File: src/rtl/inst_fetch_unit.sv
// Instruction fetch front end: owns the PC, fetches over req/gnt/rvalid, buffers 2 instructions.
// Optional misaligned-redirect pulse enabled by defining IFU_MISALIGN_CHECK_EN.
module inst_fetch_unit #(
  parameter logic [31:0] RESET_PC = 32'h0000_0000
) (
  input  logic        clk,
  input  logic        rst_n,
  output logic        imem_req,
  output logic [31:0] imem_addr,
  input  logic        imem_gnt,
  input  logic        imem_rvalid,
  input  logic [31:0] imem_rdata,
  output logic        inst_valid,
  output logic [31:0] inst,
  output logic [31:0] pc,
  input  logic        inst_ready,
  input  logic        PCSel,
  input  logic [31:0] alu_target,
  output logic        err_misalign
);

  localparam int unsigned XLEN = 32;
  localparam int unsigned CW   = 2;
  localparam logic [XLEN-1:0] NOP        = 32'h0000_0013;
  localparam logic [XLEN-1:0] WORD_MASK  = 32'hFFFF_FFFC;
  localparam logic [XLEN-1:0] INST_BYTES = 32'd4;
  localparam logic [CW-1:0]   DEPTH      = 2'd2;

  typedef enum logic [1:0] {IDLE, WAIT, WAIT_KILL} state_t;

  state_t          state, state_nxt;
  logic [XLEN-1:0] fetch_pc, fetch_pc_nxt;
  logic [XLEN-1:0] tag, tag_nxt;
  logic [CW-1:0]   count, count_nxt;
  logic [XLEN-1:0] q0_inst, q0_inst_nxt, q0_pc, q0_pc_nxt;
  logic [XLEN-1:0] q1_inst, q1_inst_nxt, q1_pc, q1_pc_nxt;
  logic            req_nxt, valid_nxt;
  logic            pop, push, redirect;

  // The queue head registers drive the decode-facing outputs directly.
  assign imem_addr = fetch_pc;
  assign inst      = q0_inst;
  assign pc        = q0_pc;

  always_ff @(posedge clk) begin
    if (!rst_n) begin
      state      <= IDLE;
      fetch_pc   <= RESET_PC;
      tag        <= RESET_PC;
      count      <= '0;
      q0_inst    <= NOP;
      q0_pc      <= RESET_PC;
      q1_inst    <= NOP;
      q1_pc      <= RESET_PC;
      imem_req   <= 1'b0;
      inst_valid <= 1'b0;
    end else begin
      state      <= state_nxt;
      fetch_pc   <= fetch_pc_nxt;
      tag        <= tag_nxt;
      count      <= count_nxt;
      q0_inst    <= q0_inst_nxt;
      q0_pc      <= q0_pc_nxt;
      q1_inst    <= q1_inst_nxt;
      q1_pc      <= q1_pc_nxt;
      imem_req   <= req_nxt;
      inst_valid <= valid_nxt;
    end
  end

  // Next-state: fetch FSM, redirect/kill handling and queue push/pop.
  always_comb begin
    state_nxt    = state;
    fetch_pc_nxt = fetch_pc;
    tag_nxt      = tag;
    count_nxt    = count;
    q0_inst_nxt  = q0_inst;
    q0_pc_nxt    = q0_pc;
    q1_inst_nxt  = q1_inst;
    q1_pc_nxt    = q1_pc;
    push         = 1'b0;
    pop          = inst_valid & inst_ready;
    redirect     = pop & PCSel;

    case (state)
      IDLE: begin
        if (imem_req && imem_gnt) begin
          // A grant that coincides with a redirect is already stale.
          state_nxt    = redirect ? WAIT_KILL : WAIT;
          tag_nxt      = fetch_pc;
          fetch_pc_nxt = fetch_pc + INST_BYTES;
        end
      end
      WAIT: begin
        if (imem_rvalid) begin
          state_nxt = IDLE;
          push      = ~redirect;
        end else if (redirect) begin
          state_nxt = WAIT_KILL;
        end
      end
      WAIT_KILL: begin
        if (imem_rvalid) state_nxt = IDLE;
      end
      default: state_nxt = IDLE;
    endcase

    if (redirect) begin
      fetch_pc_nxt = alu_target & WORD_MASK;
      count_nxt    = '0;
    end else if (push && pop) begin
      q0_inst_nxt = imem_rdata;
      q0_pc_nxt   = tag;
    end else if (pop) begin
      q0_inst_nxt = q1_inst;
      q0_pc_nxt   = q1_pc;
      count_nxt   = count - CW'(1);
    end else if (push) begin
      if (count == '0) begin
        q0_inst_nxt = imem_rdata;
        q0_pc_nxt   = tag;
      end else begin
        q1_inst_nxt = imem_rdata;
        q1_pc_nxt   = tag;
      end
      count_nxt = count + CW'(1);
    end

    if (count_nxt == '0) q0_inst_nxt = NOP;
    valid_nxt = (count_nxt != '0);
    req_nxt   = (state_nxt == IDLE) && (count_nxt < DEPTH);
  end

`ifdef IFU_MISALIGN_CHECK_EN
  logic err_nxt;

  always_comb begin
    err_nxt = redirect & (alu_target[1:0] != 2'b00);
  end

  always_ff @(posedge clk) begin
    if (!rst_n) err_misalign <= 1'b0;
    else        err_misalign <= err_nxt;
  end
`else
  assign err_misalign = 1'b0;
`endif

endmodule

File: config.mk
export PLATFORM = sky130hd
export DESIGN_NAME = inst_fetch_unit
export DESIGN_NICKNAME = d
export VERILOG_FILES = /design/src/rtl/inst_fetch_unit.sv
export SDC_FILE = /design/constraint.sdc
export NUM_CORES = 1
export LEC_CHECK = 0
export BUFFER_PORTS_ARGS = -buffer_cell sky130_fd_sc_hd__buf_2
export CORE_AREA = 2 2 162 117
export CTS_BUF_LIST = sky130_fd_sc_hd__clkbuf_8
export DETAILED_ROUTE_END_ITERATION = 7
export DIE_AREA = 0 0 164 119
export MAX_ROUTING_LAYER = met4
export PLACE_DENSITY = 0.67
export SYNTH_ARGS = -nofsm -noshare
export SYNTH_HDL_FRONTEND = slang
export SYNTH_SLANG_ARGS = --single-unit
File: constraint.sdc
create_clock -name clk -period 2.1 [get_ports clk]
set_input_delay 0 -clock clk [delete_from_list [all_inputs] [get_ports clk]]
set_output_delay 0 -clock clk [all_outputs]
set_load 0.1 [all_outputs]
## Word-level counts from Yosys, hierarchy flattened

Cells that the tools add are included.

- Output and inout bits: 99
- Bits of input ports: 70
- Flip-flop bits (word level): 198

- Add/sub/neg operators: 3
- Mux-type cells: 23
- Equal/unequal tests: 2
- Order comparisons: 1
- Reductions and logical operators: 18
- Bitwise logic cells: 7

Operators with widths:

| cell | count |
|---|---|
| $mux 32 | 11 |
| $add 32x3->32 const B | 1 |
| $mux 2 | 9 |
| $logic_not 2->1 | 4 |
| $pmux 2 s3 | 1 |
| $reduce_bool 2->1 | 3 |
| $reduce_bool 3->1 | 2 |
| $not 1->1 | 5 |
| $reduce_and 5->1 | 1 |
| $reduce_and 2->1 | 2 |
| $reduce_or 2->1 | 2 |
| $logic_and 1x1->1 | 3 |
| $reduce_and 3->1 | 1 |
| $add 2x1->2 const B | 1 |
| $and 1x1->1 | 2 |
| $eq 2x1->1 const B | 1 |
| $eq 2x2->1 const B | 1 |
| $lt 2x2->1 const B | 1 |
| $mux 1 | 2 |
| $sub 2x1->2 const B | 1 |

## Longest topological paths before layout

Gate-level depths: netlist of the first run.

- Depth after elaboration: 11
- Mapped depth: 8
- Mapped depth without buffers: 7

## Worst setup path before layout of the first run

No wires, ideal clock.

- Path type: reg2reg
- Start point: reg fetch_pc[5], in the netlist imem_addr[5]
- End point: reg fetch_pc[26], in the netlist imem_addr[26]
- Arrival time: 2334 ps
- Required time: 1968 ps
- Path slack: -366 ps
- Cell stages (with the launch flop): 7
- Cells stage by stage: dfxtp_1 > and4_4 > nand4_4 > buf_6 > nor4_2 > xnor2_1 > a21oi_1

- Longest elaborated chain between the ends: 4

RTL lines:

| element | RTL line | source |
|---|---|---|
| start, declared | 32 | `logic [XLEN-1:0] fetch_pc, fetch_pc_nxt;` |
| start signal, assigned | 59 | `fetch_pc <= fetch_pc_nxt;` |
| $add 32x3->32 | 91 | `fetch_pc_nxt = fetch_pc + INST_BYTES;` |
| $mux 32 | 87 | `if (imem_req && imem_gnt) begin` |
| $mux 32 | 85 | `case (state)` |
| $mux 32 | 108 | `if (redirect) begin` |

Every way passes these cells. The select of a mux whose other input is x is not followed.
A chain may end at the register's enable or synchronous reset.

## Worst setup path after layout of the first run

- Start point: reg inst_valid
- End point: reg fetch_pc[22], in the netlist imem_addr[22]

- Longest elaborated chain between the ends: 4
- Elaborated cells between the ends (all ways): 6

RTL lines:

| element | RTL line | source |
|---|---|---|
| start, declared | 13 | `output logic inst_valid,` |
| start signal, assigned | 67 | `inst_valid <= valid_nxt;` |
| $and 1x1->1 (*) | 82 | `pop = inst_valid & inst_ready;` |
| $and 1x1->1 (*) | 83 | `redirect = pop & PCSel;` |
| $reduce_bool 2->1 (no source line) | n/a |  |
| $reduce_and 2->1 (no source line) | n/a |  |

Mark *: on every way between the ends. The rest lies on a longest branch, timed or not.

==> results of run 1 <==
report_power, final:
part           internal [mW]  leakage (nW)  switching, mW
Clock                   1.36         0.228           1.34
Combinational          0.395          2.39           1.09
Sequential              3.70          1.55         0.0882
through the flow:
step / total power, mW / cell area [µm²] / util (%) / instances / worst slack, ps
CTS: 8.05 / 10100 / 55.6 / 1371 / 25.2
finish: 7.97 / 10100 / 55.6 / 1371 / 81.2
global placement: 5.25 / 9020 / 49.4 / 1272 / 193
global route: 8.28 / 10100 / 55.6 / 1371 / 0.159
detailed placement: 5.26 / 9020 / 49.4 / 1272 / 166
floorplan: 4.94 / 7970 / - / 927 / 8.26
worst register-to-register path: cells and delay by family, from the launching register on:
family	cells	cell delay (ps)
buffers and inverters	3	1050
DFF	1	340
and+or+nand+nor	2	340
AOI/OAI and AO/OA	2	230
cell families (layout without fill, tap and decap cells):
kind of cell / after synthesis / count (layout) / share of synthesized area [%]
simple gates: 335 / 335 / 19.2
compound gates: 214 / 214 / 16.1
fa+ha+maj: 2 / 2 / 0.316
buf+inv: 88 / 290 / 4.95
xor+xnor: 27 / 27 / 2.98
flops: 190 / 190 / 48.0
other cells: 1 / 5 / 0.0473
mux: 66 / 66 / 8.40
flip-flops by register name, indices dropped and copies added, names as in the netlist:
| name | count |
|---|---|
| count | 2 |
| imem_addr | 30 |
| imem_req | 1 |
| inst | 32 |
| inst_valid | 1 |
| pc | 30 |
| q1_inst | 32 |
| q1_pc | 30 |
| state | 2 |
| tag | 30 |
per-layer routing:
| layer | track usage [%] | up-vias |
|---|---|---|
| li1 | - | 3560 |
| met1 | 31.6 | 3091 |
| met2 | 30.8 | 170 |
| met3 | 4.08 | 25 |
| met4 | 6.69 | 0 |
| met5 | - | - |
how the worst min path moves through the flow:
| stage | endpoint | slack, ps | cells past startpoint |
|---|---|---|---|
| 3_3_place_gp | q1_inst[0]$_SDFFE_PN1P_ | 220 | 3 |
| 6_report | tag[29]$_SDFFE_PN0P_ | 90 | 5 |
| 3_5_place_dp | q1_inst[0]$_SDFFE_PN1P_ | 240 | 3 |
| 4_1_cts | tag[29]$_SDFFE_PN0P_ | 60 | 5 |
| 2_1_floorplan | q1_inst[0]$_SDFFE_PN1P_ | 120 | 2 |
| 5_1_grt | tag[21]$_SDFFE_PN0P_ | 80 | 5 |
synthesized netlist by cell type (3+ instances only):
cell	n	area, µm²
a211oi_1	67	503
a21oi_1	111	556
a311oi_1	3	26.3
and2_1	3	18.8
and4_1	4	35.0
buf_1	6	22.5
buf_2	17	85.1
buf_4	7	52.6
clkbuf_1	45	169
dfxtp_1	190	3800
inv_1	10	37.5
mux2_2	4	45.0
mux2i_1	62	621
nand2_1	198	743
nand3_1	14	70.1
nand4_1	5	31.3
nand4_4	3	63.8
nor2_1	77	289
nor3_1	9	45.0
nor4_2	9	113
o21ai_0	26	130
or3_1	3	18.8
xnor2_1	23	201
xor2_1	4	35.0
area by class of cell:
cell class                 count  area share, %
clock buffer                  18           2.44
clock inverter                14           2.01
inverter                      11          0.432
multi-input combinational    649           37.5
sequential                   190           37.8
tap                          242           2.99
timing repair buffer         247           16.8
timing repair:
| action | in CTS | in global routing |
|---|---|---|
| resized for setup | 0 | 1 |
| hold buffers | 67 | 0 |
| endpoints found under the hold margin | 96 | 0 |
| setup endpoints to repair | 0 | 2 |
==> Flow_metrics.wiki, run 1 <==
{| class="wikitable"
! Metric !! Value
|-
| Most common cell after layout, fill and taps aside || nand2_1
|-
| Largest net degree at the start of global routing || 94
|-
| H-Tree Depth || 4
|-
| Number of buffers added for setup after CTS || 0
|-
| Worst-path clk slew || 100 ps
|-
| Minimum clock period after layout || 2020 ps
|-
| Worst clock skew || 13.1 ps
|-
| Post-layout nets || 1188
|-
| Achievable frequency || 495 MHz
|-
| Filler cell count || 1618
|-
| Worst setup SP type || flop
|-
| Root Buffer Master || clkbuf_8
|-
| First-pass GRT wire length || 33000 µm
|-
| Number of inserted diodes || 0
|-
| Syn. warnings || 0
|-
| Total Neg Setup Slack || 0 ps
|-
| Unrepaired setup endpoints after global routing || no
|-
| Routed length on met3 || 980 µm
|-
| Start point of the critical path || inst_valid$_SDFF_PN0_
|-
| Distinct cells, synth || 43
|-
| Multi-input logic area || 3800 µm²
|-
| Run status || finished, final reports clean
|-
| Highest-count cells in the layout ignoring fill and taps || nand2_1, dfxtp_1, buf_2
|-
| Required time of the critical path || 2500 ps
|-
| Y dimension of the die || 119 µm
|-
| Layout-stage area growth over the synthesis result || 27.9%
|-
| Max Used Layer || met4
|-
| Max-slew violation total from the final report || 0
|-
| Relative max-transition margin || 64.3%
|-
| Buffers and inverters on the worst path || 3
|-
| WP depth || 7
|-
| Count of clock tree sinks || 190
|-
| Syn Area/Cell || 8.59 µm²
|-
| Area taken by flip-flops and latches || 3830 µm²
|-
| Starting density of the core || 43.5%
|-
| Placer congestion estimate || 0.779
|-
| Number of top-level pins || 169
|-
| Dominant register cell in the synthesized netlist || dfxtp_1
|-
| Asr flop ratio synth || 0%
|-
| Count of endpoints failing setup in the final report || 0
|-
| Vias in the first global route || 6425
|-
| Count of buffers from port buffering || 161
|-
| Max stage delay cell, worst path || dlygate4sd3_1
|-
| Startpoint of the worst-slack reg-to-reg timing path || inst_valid$_SDFF_PN0_
|-
| Width of the die || 164 µm
|-
| Total wire length after detailed routing || 20500 µm
|-
| Crit Path Category || reg -> reg
|-
| Number of placement rows || 42
|-
| Post-synthesis instance area || 7930 µm²
|-
| CTS Buffer Depth || 2
|-
| Iter 0 DRT Violations || 472
|-
| Hpwl dp || 13100 µm
|-
| Detailed-routed wire length on met2 || 8550 µm
|-
| Worst-margin pin slew || 539 ps
|-
| Critical path destination || imem_addr[22]$_SDFFE_PN0P_
|-
| Static leakage || 4.17 nW
|-
| Std-Cell Core Area || 18200 µm²
|-
| Post-synthesis sequential area ratio || 48.0%
|-
| Clk_lat worst skew || 470 ps
|-
| Number of violations of the max-capacitance limit || 0
|-
| Largest fanout on the critical path || 60
|-
| Number of flops mapped to enable cells by yosys || 0
|-
| Number of clock buffers inserted by TritonCTS || 17
|-
| Fraction of the cycle the final worst path needs || 96.1%
|-
| Congestion Overflow GR || 0
|-
| Post-DRT Antenna Nets || 0
|-
| Detailed Routing Iterations Pass 1 || 6
|-
| Floorplan die area || 19500 µm²
|-
| Reg2Reg Depth || 7
|-
| Power density of the placed cells || 786 nW/µm²
|-
| Cells after Synth || 923
|-
| Slowest cell delay on critical path || 590 ps
|-
| R2R Path End || imem_addr[22]$_SDFFE_PN0P_
|-
| TritonCTS clock tree || yes
|-
| Average wire length per cell after detail routing || 15.0 µm
|-
| Vias post-DR || 6846
|-
| Register bit total from synthesis || 190
|-
| Beginning of the worst hold path || imem_gnt
|-
| Global-route total usage across every layer || 21.9%
|-
| Detailed-route DRC error count || 0
|-
| Critical path, cell by cell || and2_2, buf_4, nand2_2, buf_12, o21ai_0, dlygate4sd3_1, a21oi_1
|-
| WP data arrival || 2420 ps
|-
| Endpoint type of the worst setup path || flop
|-
| Setup slack of the most critical reg-to-reg path || 80 ps
|-
| Hold_ws || 88.6 ps
|-
| Fraction of layout cells with a size suffix above 1 || 23.6%
|-
| Class of the tightest hold or removal check || in -> reg
|-
| Vias per std cell || 4.99
|-
| Max VDD drop || 0.331 mV
|-
| Largest delay share family, worst path || buffers and inverters
|-
| Number of failing hold endpoints at the final stage || 0
|-
| Initial antenna violation count || 0
|-
| Met1 routed wirelength after detailed routing || 10700 µm
|}
(Power assumes the default switching activity.)
==> run 2, diff against run 1 <==
--- a/config.mk
+++ b/config.mk
@@ -6,12 +6,12 @@
 export NUM_CORES = 1
 export LEC_CHECK = 0
 export BUFFER_PORTS_ARGS = -buffer_cell sky130_fd_sc_hd__buf_2
-export CORE_AREA = 2 2 162 117
+export CORE_AREA = 2 2 146 105
 export CTS_BUF_LIST = sky130_fd_sc_hd__clkbuf_8
 export DETAILED_ROUTE_END_ITERATION = 7
-export DIE_AREA = 0 0 164 119
+export DIE_AREA = 0 0 148 107
 export MAX_ROUTING_LAYER = met4
-export PLACE_DENSITY = 0.67
+export PLACE_DENSITY = 0.8
 export SYNTH_ARGS = -nofsm -noshare
 export SYNTH_HDL_FRONTEND = slang
 export SYNTH_SLANG_ARGS = --single-unit
==> run 2 against run 1 <==
Against the previous run:
- clock skew rose by 1.4 ps
- critical path depth down 1
- sequential share of layout area is 0.39 points higher
- worst hold slack better by 51 ps
- via count increased by 3.4%
- flip-flop and latch count is the same
==> Flow_metrics.wiki, run 2 (synthesis results as in run 1) <==
{| class="wikitable"
! Metric !! Value
|-
| WP data arrival || 2250 ps
|-
| CTS Buffer Depth || 2
|-
| Largest fanout on the critical path || 30
|-
| Fraction of the cycle the final worst path needs || 92.2%
|-
| TritonCTS clock tree || yes
|-
| Number of inserted diodes || 0
|-
| Sw Share || 33.1%
|-
| Highest-count cells in the layout ignoring fill and taps || nand2_1, dfxtp_1, buf_2
|-
| Total wire length after detailed routing || 20500 µm
|-
| Minimum clock period after layout || 1940 ps
|-
| Vias in the first global route || 6618
|-
| Unrepaired setup endpoints after global routing || no
|-
| Post-DRT Antenna Nets || 0
|-
| Achievable frequency || 517 MHz
|-
| Floorplan die area || 15800 µm²
|-
| Power density of the placed cells || 759 nW/µm²
|-
| Number of failing hold endpoints at the final stage || 0
|-
| Sequential power share || 49.8%
|-
| Number of placement rows || 37
|-
| Internal power of the cells || 5.09 mW
|-
| Clk network pwr share || 30.7%
|-
| Relative max-transition margin || 64.8%
|-
| Width of the die || 148 µm
|-
| Starting density of the core || 54.9%
|-
| P_sw || 2.52 mW
|-
| Static leakage || 4.14 nW
|-
| Iter 0 DRT Violations || 510
|-
| H-Tree Depth || 4
|-
| Count of buffers from port buffering || 161
|-
| Critical path, cell by cell || nand3b_4, xnor2_1, mux2_2, a21oi_2, buf_12, a211oi_1
|-
| Count of clock tree sinks || 190
|-
| Placer congestion estimate || 0.843
|-
| Congestion Overflow GR || 0
|-
| Number of top-level pins || 169
|-
| Number of clock buffers inserted by TritonCTS || 17
|-
| Global-route total usage across every layer || 26.4%
|-
| Count of endpoints failing setup in the final report || 0
|-
| Root Buffer Master || clkbuf_8
|-
| Run status || finished, final reports clean
|-
| First-pass GRT wire length || 32800 µm
|-
| Y dimension of the die || 107 µm
|-
| Global Route met1 Usage || 36.2%
|-
| Max stage delay cell, worst path || dfxtp_1
|-
| Worst-path clk slew || 100 ps
|-
| Design area || 10000 µm²
|-
| Endpoint type of the worst setup path || flop
|-
| Number of violations of the max-capacitance limit || 0
|-
| Average wire length per cell after detail routing || 15.5 µm
|-
| Most common cell after layout, fill and taps aside || nand2_1
|-
| Met2 global-route usage || 41.4%
|-
| Hold_ws || 140 ps
|-
| Detailed-route DRC error count || 0
|-
| Buffers and inverters on the worst path || 1
|-
| Global route hottest layer || met2
|-
| Placed cell area || 9000 µm²
|-
| Required time of the critical path || 2420 ps
|-
| Class of the tightest hold or removal check || in -> reg
|-
| Slowest cell delay on critical path || 530 ps
|-
| Number of gates resized after CTS || 0
|-
| M3 GR Usage || 4.30%
|-
| Layout-stage area growth over the synthesis result || 26.6%
|-
| Vias post-DR || 7076
|-
| Worst clock skew || 14.5 ps
|-
| Fraction of layout cells with a size suffix above 1 || 23.6%
|-
| Max VDD drop || 0.475 mV
|-
| Post-layout nets || 1189
|-
| Detailed Routing Iterations Pass 1 || 5
|-
| Clk_lat worst skew || 450 ps
|-
| Worst-margin pin slew || 532 ps
|-
| Std-Cell Core Area || 14400 µm²
|-
| Total power consumption of the routed design || 7.62 mW
|-
| Largest net degree at the start of global routing || 104
|-
| Total Neg Setup Slack || 0 ps
|-
| Number of buffers added for setup after CTS || 0
|-
| Largest delay share family, worst path || flip-flops
|-
| Max-slew violation total from the final report || 0
|-
| Logic gate share of total power || 19.5%
|-
| Initial antenna violation count || 0
|-
| Worst setup SP type || flop
|-
| Crit Path Category || reg -> reg
|-
| Vias per std cell || 5.34
|-
| Hpwl dp || 12800 µm
|-
| Filler cell count || 1164
|}
run 2: metal layers:
layer / share of wire [%] / wire length (µm) / vias to the layer above
met1: 47 / 9570 / 3260
met2: 46 / 9400 / 228
met4: 0.89 / 182 / 0
li1: - / - / 3566
met3: 6.6 / 1350 / 22
met5: 0 / 0 / -
run 2: final timing paths:
| check | slack (ps) | to | from | cells past startpoint |
|---|---|---|---|---|
| max | 160 | inst[31]$_SDFFE_PP0P_ | state[0]$_SDFF_PN0_ | 6 |
| min | 140 | tag[5]$_SDFFE_PN0P_ | imem_gnt | 5 |
| max reg2reg | 160 | inst[31]$_SDFFE_PP0P_ | state[0]$_SDFF_PN0_ | 6 |
| min reg2reg | 460 | q1_pc[25]$_SDFFE_PN0P_ | q1_pc[25]$_SDFFE_PN0P_ | 2 |
run 2: final cells by class:
class	instances	area, µm²	area share [%]
Clock buffer	18	248	2.47
Timing Repair Buffer	248	1730	17.3
Inverter	11	43.8	0.436
Clock inverter	14	134	1.33
Tap cell	195	244	2.43
Sequential cell	190	3830	38.2
Multi-Input combinational cell	649	3800	37.9
run 2: tightest hold or removal path: cells and delay by family:
family,cells,cell delay [ps]
buf+inv,2,310
simple gates,2,180
compound gates,1,50
run 2: power groups by stage:
stage	combinational [mW]	clock (mW)	sequential, mW
floorplan	0.483	0	4.46
global placement	1.37	0	3.87
detailed placement	1.39	0	3.88
CTS	1.48	2.37	3.79
global route	1.57	2.51	3.81
finish	1.49	2.34	3.79
run 2: metrics by stage:
step	worst slack, ps	cells	utilization (%)
CTS	167	1325	69.5
detailed placement	176	1228	62.3
global placement	246	1228	62.3
finish	164	1325	69.5
global route	49.6	1325	69.5
floorplan	8.26	927	-
run 2: what timing repair did:
| item | in CTS | in global routing |
|---|---|---|
| endpoints found under the setup margin | 0 | 0 |
| endpoints found under the hold margin | 100 | 0 |
| hold buffers | 65 | 0 |
